==> src/rtl/div_unit_if.sv <==
// Handshake/operand bundle between the EX stage and the iterative divider.
// The slave side is the divider; the master side is the EX-stage controller.
interface div_unit_if #(
    parameter int DATA_WIDTH = 32
);
    logic                  start;
    logic                  signed_div;
    logic [DATA_WIDTH-1:0] dividend;
    logic [DATA_WIDTH-1:0] divisor;
    logic                  cancel;
    logic                  busy;
    logic                  stall_req;
    logic                  done;
    logic [DATA_WIDTH-1:0] quotient;
    logic [DATA_WIDTH-1:0] remainder;

    modport slave (
        input  start, signed_div, dividend, divisor, cancel,
        output busy, stall_req, done, quotient, remainder
    );

    modport master (
        output start, signed_div, dividend, divisor, cancel,
        input  busy, stall_req, done, quotient, remainder
    );
endinterface

==> src/rtl/div_unit.sv <==
// Restoring shift-subtract divider, one quotient bit per cycle, serving DIV/DIVU.
// Quotient goes to LO, remainder to HI; stalls the pipe while an operation is in flight.
module div_unit #(
    parameter int DATA_WIDTH = 32,
    parameter int CNT_WIDTH  = 6
) (
    input  logic        clk,
    input  logic        rst_n,
    div_unit_if.slave   bus
);
    localparam int MSB = DATA_WIDTH - 1;

    typedef enum logic [1:0] {
        S_IDLE = 2'd0,
        S_DIV  = 2'd1,
        S_DONE = 2'd2
    } state_t;

    state_t                state_q, state_d;
    logic [CNT_WIDTH-1:0]  cnt_q, cnt_d;
    logic [DATA_WIDTH-1:0] prem_q, prem_d;
    logic [DATA_WIDTH-1:0] dvd_q, dvd_d;
    logic [DATA_WIDTH-1:0] dsr_q, dsr_d;
    logic [DATA_WIDTH-1:0] quo_q, quo_d;
    logic [DATA_WIDTH-1:0] rem_q, rem_d;
    logic                  q_neg_q, q_neg_d;
    logic                  r_neg_q, r_neg_d;

    logic                  accept;
    logic                  commit;
    logic [DATA_WIDTH-1:0] dvd_abs, dsr_abs;
    logic [DATA_WIDTH:0]   shl;
    logic [DATA_WIDTH-1:0] res_quo, res_rem;

    assign accept  = (state_q == S_IDLE) && bus.start && !bus.cancel;
    assign commit  = (state_q == S_DONE) && !bus.cancel;

    assign dvd_abs = (bus.signed_div && bus.dividend[MSB]) ? -bus.dividend : bus.dividend;
    assign dsr_abs = (bus.signed_div && bus.divisor[MSB])  ? -bus.divisor  : bus.divisor;

    // dvd_q doubles as the quotient accumulator: dividend bits leave at the top
    // while quotient bits enter at the bottom.
    assign shl     = {prem_q, dvd_q[MSB]};
    assign res_quo = q_neg_q ? -dvd_q  : dvd_q;
    assign res_rem = r_neg_q ? -prem_q : prem_q;

    always_comb begin
        state_d = state_q;
        cnt_d   = cnt_q;
        prem_d  = prem_q;
        dvd_d   = dvd_q;
        dsr_d   = dsr_q;
        quo_d   = quo_q;
        rem_d   = rem_q;
        q_neg_d = q_neg_q;
        r_neg_d = r_neg_q;

        case (state_q)
            S_IDLE: begin
                if (accept) begin
                    cnt_d = CNT_WIDTH'(DATA_WIDTH);
                    if (bus.divisor == '0) begin
                        // Fixed divide-by-zero result routed through the normal
                        // result path: all-ones quotient, raw dividend remainder.
                        dvd_d   = '1;
                        prem_d  = bus.dividend;
                        dsr_d   = '0;
                        q_neg_d = 1'b0;
                        r_neg_d = 1'b0;
                        state_d = S_DONE;
                    end else begin
                        dvd_d   = dvd_abs;
                        dsr_d   = dsr_abs;
                        prem_d  = '0;
                        q_neg_d = bus.signed_div & (bus.dividend[MSB] ^ bus.divisor[MSB]);
                        r_neg_d = bus.signed_div & bus.dividend[MSB];
                        state_d = S_DIV;
                    end
                end
            end
            S_DIV: begin
                if (bus.cancel) begin
                    state_d = S_IDLE;
                end else begin
                    if (shl >= {1'b0, dsr_q}) begin
                        // True difference is below dsr_q, so the low bits are exact.
                        prem_d = shl[MSB:0] - dsr_q;
                        dvd_d  = {dvd_q[MSB-1:0], 1'b1};
                    end else begin
                        prem_d = shl[MSB:0];
                        dvd_d  = {dvd_q[MSB-1:0], 1'b0};
                    end
                    cnt_d = cnt_q - CNT_WIDTH'(1);
                    if (cnt_d == '0)
                        state_d = S_DONE;
                end
            end
            S_DONE: begin
                state_d = S_IDLE;
                if (!bus.cancel) begin
                    quo_d = res_quo;
                    rem_d = res_rem;
                end
            end
            default: state_d = S_IDLE;
        endcase
    end

    always_ff @(posedge clk or negedge rst_n) begin
        if (!rst_n) begin
            state_q <= S_IDLE;
            cnt_q   <= '0;
            prem_q  <= '0;
            dvd_q   <= '0;
            dsr_q   <= '0;
            quo_q   <= '0;
            rem_q   <= '0;
            q_neg_q <= 1'b0;
            r_neg_q <= 1'b0;
        end else begin
            state_q <= state_d;
            cnt_q   <= cnt_d;
            prem_q  <= prem_d;
            dvd_q   <= dvd_d;
            dsr_q   <= dsr_d;
            quo_q   <= quo_d;
            rem_q   <= rem_d;
            q_neg_q <= q_neg_d;
            r_neg_q <= r_neg_d;
        end
    end

    // Results are visible during the done cycle itself, then held in quo_q/rem_q.
    assign bus.busy      = (state_q == S_DIV);
    assign bus.done      = commit;
    assign bus.stall_req = (state_q == S_DIV) || accept;
    assign bus.quotient  = commit ? res_quo : quo_q;
    assign bus.remainder = commit ? res_rem : rem_q;

endmodule

==> src/flat_wrapper.sv <==
// flat-port wrapper written by rule: the top's interface ports become plain ports
module div_unit_flat 
#(
    parameter int DATA_WIDTH = 32,
    parameter int CNT_WIDTH  = 6
)
  (clk, rst_n, bus_start, bus_signed_div, bus_dividend, bus_divisor, bus_cancel, bus_busy, bus_stall_req, bus_done, bus_quotient, bus_remainder);
  div_unit_if #(.DATA_WIDTH(DATA_WIDTH)) bus_i ();
  input  logic clk;
  input  logic rst_n;
  input wire logic [$bits(bus_i.start)-1:0] bus_start;
  input wire logic [$bits(bus_i.signed_div)-1:0] bus_signed_div;
  input wire logic [$bits(bus_i.dividend)-1:0] bus_dividend;
  input wire logic [$bits(bus_i.divisor)-1:0] bus_divisor;
  input wire logic [$bits(bus_i.cancel)-1:0] bus_cancel;
  output wire logic [$bits(bus_i.busy)-1:0] bus_busy;
  output wire logic [$bits(bus_i.stall_req)-1:0] bus_stall_req;
  output wire logic [$bits(bus_i.done)-1:0] bus_done;
  output wire logic [$bits(bus_i.quotient)-1:0] bus_quotient;
  output wire logic [$bits(bus_i.remainder)-1:0] bus_remainder;
  assign bus_i.start = bus_start;
  assign bus_i.signed_div = bus_signed_div;
  assign bus_i.dividend = bus_dividend;
  assign bus_i.divisor = bus_divisor;
  assign bus_i.cancel = bus_cancel;
  assign bus_busy = bus_i.busy;
  assign bus_stall_req = bus_i.stall_req;
  assign bus_done = bus_i.done;
  assign bus_quotient = bus_i.quotient;
  assign bus_remainder = bus_i.remainder;
  div_unit #(.DATA_WIDTH(DATA_WIDTH), .CNT_WIDTH(CNT_WIDTH)) u_core (.clk(clk), .rst_n(rst_n), .bus(bus_i));
endmodule
==> config.mk <==
export PLATFORM = sky130hd
export DESIGN_NAME = div_unit_flat
export DESIGN_NICKNAME = d
export VERILOG_FILES = /design/src/rtl/div_unit_if.sv /design/src/rtl/div_unit.sv /design/src/flat_wrapper.sv
export SDC_FILE = /design/constraint.sdc
export NUM_CORES = 1
export LEC_CHECK = 0
export ABC_CLOCK_PERIOD_IN_PS = 10000
export BUFFER_PORTS_ARGS = -buffer_cell sky130_fd_sc_hd__clkbuf_2
export CAP_MARGIN = 10
export CELL_PAD_IN_SITES_DETAIL_PLACEMENT = 1
export CELL_PAD_IN_SITES_GLOBAL_PLACEMENT = 1
export CORE_MARGIN = 3
export CORE_UTILIZATION = 45
export DETAILED_ROUTE_END_ITERATION = 8
export MAX_ROUTING_LAYER = met4
export PLACE_DENSITY = 0.83
export SKIP_CTS_REPAIR_TIMING = 1
export SLEW_MARGIN = 20
export SYNTH_ARGS = -nofsm -noshare
export SYNTH_HDL_FRONTEND = slang
export SYNTH_SLANG_ARGS = --single-unit
==> constraint.sdc <==
create_clock -name clk -period 10 [get_ports clk]
set_input_delay 1 -clock clk [delete_from_list [all_inputs] [get_ports clk]]
set_output_delay 1 -clock clk [all_outputs]
set_load 0.01 [all_outputs]
==> out/metrics.yaml <==
run_status:
  status: "complete, no violations"
synthesis:
  yosys_most_used_dff: "dfrtp_1"
  synthMuxAreaShare_pct: 1.06
  avgSynthCellArea_um2: 8.10
  synth_enable_flop_cells: 0
  syn_nets: 1552
  synth_top_family_by_area: "compound AO/OA/AOI/OAI gates"
  yosys-top-cells-area: "dfrtp_1 (36%), xor2_1 (7.3%), a21oi_1 (6.6%)"
  synthCells: 1444
  synth_top_cell_by_area: "dfrtp_1"
  syn_area_mm2: 0.0117
  ys_ff_latch: 170
  synthSimpleGateAreaFrac_pct: 19.7
  ys_async_sr_fraction_pct: 100
  seq_area_frac_synth_pct: 36.4
  synth-compound-area-share_pct: 23.5
  netlist.area_leader.share_pct: 36.4
  synthAdderAreaFrac_pct: 4.24
  synth_cell_types: 65
  yosysWarnings: 0
  synth-xor-area-share_pct: 10.6
critical_path:
  worstPathRequired_ps: 9000
  crit_path_max_fanout: 6
  rr_worst_depth: 9
  path_class: "reg -> out"
  start_kind: "flop"
  crit_arrival_ps: 3820
  ff2ff_setup_slack_ps: 5770
  endpoint_kind: "output port"
cts:
  cts_max_path_buffers: 2
  cts.clk_slew.worst_paths_ps: 70
  root_buffer: "clkbuf_16"
  cts_made_buffers: 17
  cts-htree-levels: 4
  cts_tree: "yes"
  clkSinkCount: 170
  clk_latency_ps: 440
detailed_routing:
  drtPass1Iterations: 5
  vias_per_cell: 6.13
  drt-total-wl_um: 39000
  num_vias: 11463
  wl_per_cell_um: 20.9
  drtIter0Drc: 845
  drcViolationCount: 0
  final_antenna_net_count: 0
timing:
  fin_hold_ws_ps: 480
  rsz0062_at_grt: "false"
  drv_slew: 0
  fin_worst_skew_ps: 10.9
  fin_tns_setup_ps: 0
  finalHoldViolCount: 0
  slew_headroom_pct: 18.4
  setup_violations: 0
  fin_crit_sh_pct: 48.2
  setup_slack_ps: 5180
  worst_pin_slew_ps: 1220
  max_freq_ghz: 0.208
  fin_crit_ps: 4820
floorplanning:
  die-area_mm2: 0.0280
  die_h_um: 167
  die_x_um: 167
  core_mm2: 0.0254
  start_util_pct: 46.1
  rows: 58
  boundaryPins: 136
final_layout:
  area_growth_syn_to_layout_pct: 12.4
  n_antenna_cell: 0
  final_cell_mix: "nor2_1 (177), dfrtp_1 (169), a21oi_1 (154)"
  layout.nets: 1634
  layout-drive-gt1-share_pct: 13.6
  layout_commonest_cell: "nor2_1"
  nFillCells: 3134
global_route:
  grt_max_degree: 102
  antenna_found_initial: 0
  grt-ovfl-total: 0
  grt_pass1_wl_um: 63700
  grt.total_usage_pct: 28.7
  grt_pass1_vias: 11603
job:
  maxCapViolations: 0
worst_hold_path:
  hp-class: "reg -> reg"
  worstHoldPathCells: 2
pwr:
  power.leakage_nw: 5.50
  vdd_ir_drop_max_mv: 0.146
  p_per_area_mw_per_mm2: 327
place:
  place.gp.congestion: 0.897
  io_buffers: 135
  pre_cts_slack_ps: 5330
  dp_hpwl_um: 28400
-- synthesized netlist by cell type, drive strengths merged, types with 8 or more instances --
master / instances
clkbuf: 73
o41ai: 18
o21ai: 117
or2: 8
nand2: 129
a21oi: 154
nor3: 38
nand3: 24
mux2i: 9
buf: 12
inv: 56
a31oi: 32
a221oi: 10
or3: 22
xor2: 98
nor2: 178
o22ai: 16
o31ai: 36
ha: 38
xnor2: 44
nor4: 14
dfrtp: 170
a211oi: 13
nand2b: 13
or4: 19
a21o: 17
nand4: 13
-- per-stage QoR --
step / total power, mW / area (µm²) / utilization [%] / std cells
floorplan: 2.82 / 11700 / - / 1444
global placement: 3.52 / 12600 / 49.6 / 1837
detailed placement: 3.61 / 12600 / 49.6 / 1837
CTS: 4.29 / 13100 / 51.8 / 1869
global route: 4.63 / 13200 / 51.8 / 1869
finish: 4.31 / 13200 / 51.8 / 1869
-- final timing paths --
kind,from,to
setup / recovery,u_core.dvd_q[2],bus_quotient[30]
hold / removal,u_core.dsr_q[5],u_core.dsr_q[5]
setup reg to reg,u_core.prem_q[2],u_core.prem_q[21]
hold reg to reg,u_core.dsr_q[5],u_core.dsr_q[5]
max in group asynchronous,rst_n,u_core.q_neg_q
min in group asynchronous,rst_n,u_core.quo_q[9]
-- layer usage --
| layer | vias to the layer above | routed length (µm) | global-route usage, % | share of wire, % |
|---|---|---|---|---|
| li1 | 5319 | - | - | - |
| met1 | 5732 | 17300 | 38.0 | 44 |
| met2 | 330 | 18500 | 45.7 | 47 |
| met3 | 82 | 2110 | 4.11 | 5.4 |
| met4 | 0 | 1100 | 9.32 | 2.8 |
| met5 | - | 0 | - | 0 |
-- critical path: stages, from the launching register on --
cell and delay [ps]:
dfrtp_1 470, or3_4 410, or3b_2 530, or4b_4 550, or3_4 430, or3_1 380
o21ai_1 170, xor2_1 80, a21oi_1 190, clkbuf_2 160
-- state kept, by name, summed over array words and instances (netlist names) --
name / count
u_core.dsr_q: 32
u_core.dvd_q: 32
u_core.prem_q: 32
u_core.quo_q: 32
u_core.rem_q: 32
u_core.cnt_q: 6
u_core.state_q: 2
u_core.q_neg_q: 1
u_core.r_neg_q: 1
-- final cells by class --
cell class	instances	area, µm²	area share, %
multi-input cells	1133	6940	52.7
well taps	330	413	3.14
clock buffers	20	447	3.40
repair buffers	148	779	5.93
clock inverters	12	113	0.856
inverters	56	210	1.60
flip-flops and latches	170	4260	32.3
-- power by group --
| group | internal [mW] | leakage, nW | switching (mW) |
|---|---|---|---|
| clock | 0.353 | 0.277 | 0.307 |
| combinational | 0.878 | 3.25 | 1.41 |
| sequential | 0.978 | 1.98 | 0.384 |
-- kinds of logic after synthesis --
group	count (synthesis)
fa+ha+maj	39
xor+xnor	142
simple gates	488
compound gates	452
buf+inv	141
flops	170
mux	12
No activity file was read; power rests on OpenSTA's default activity.
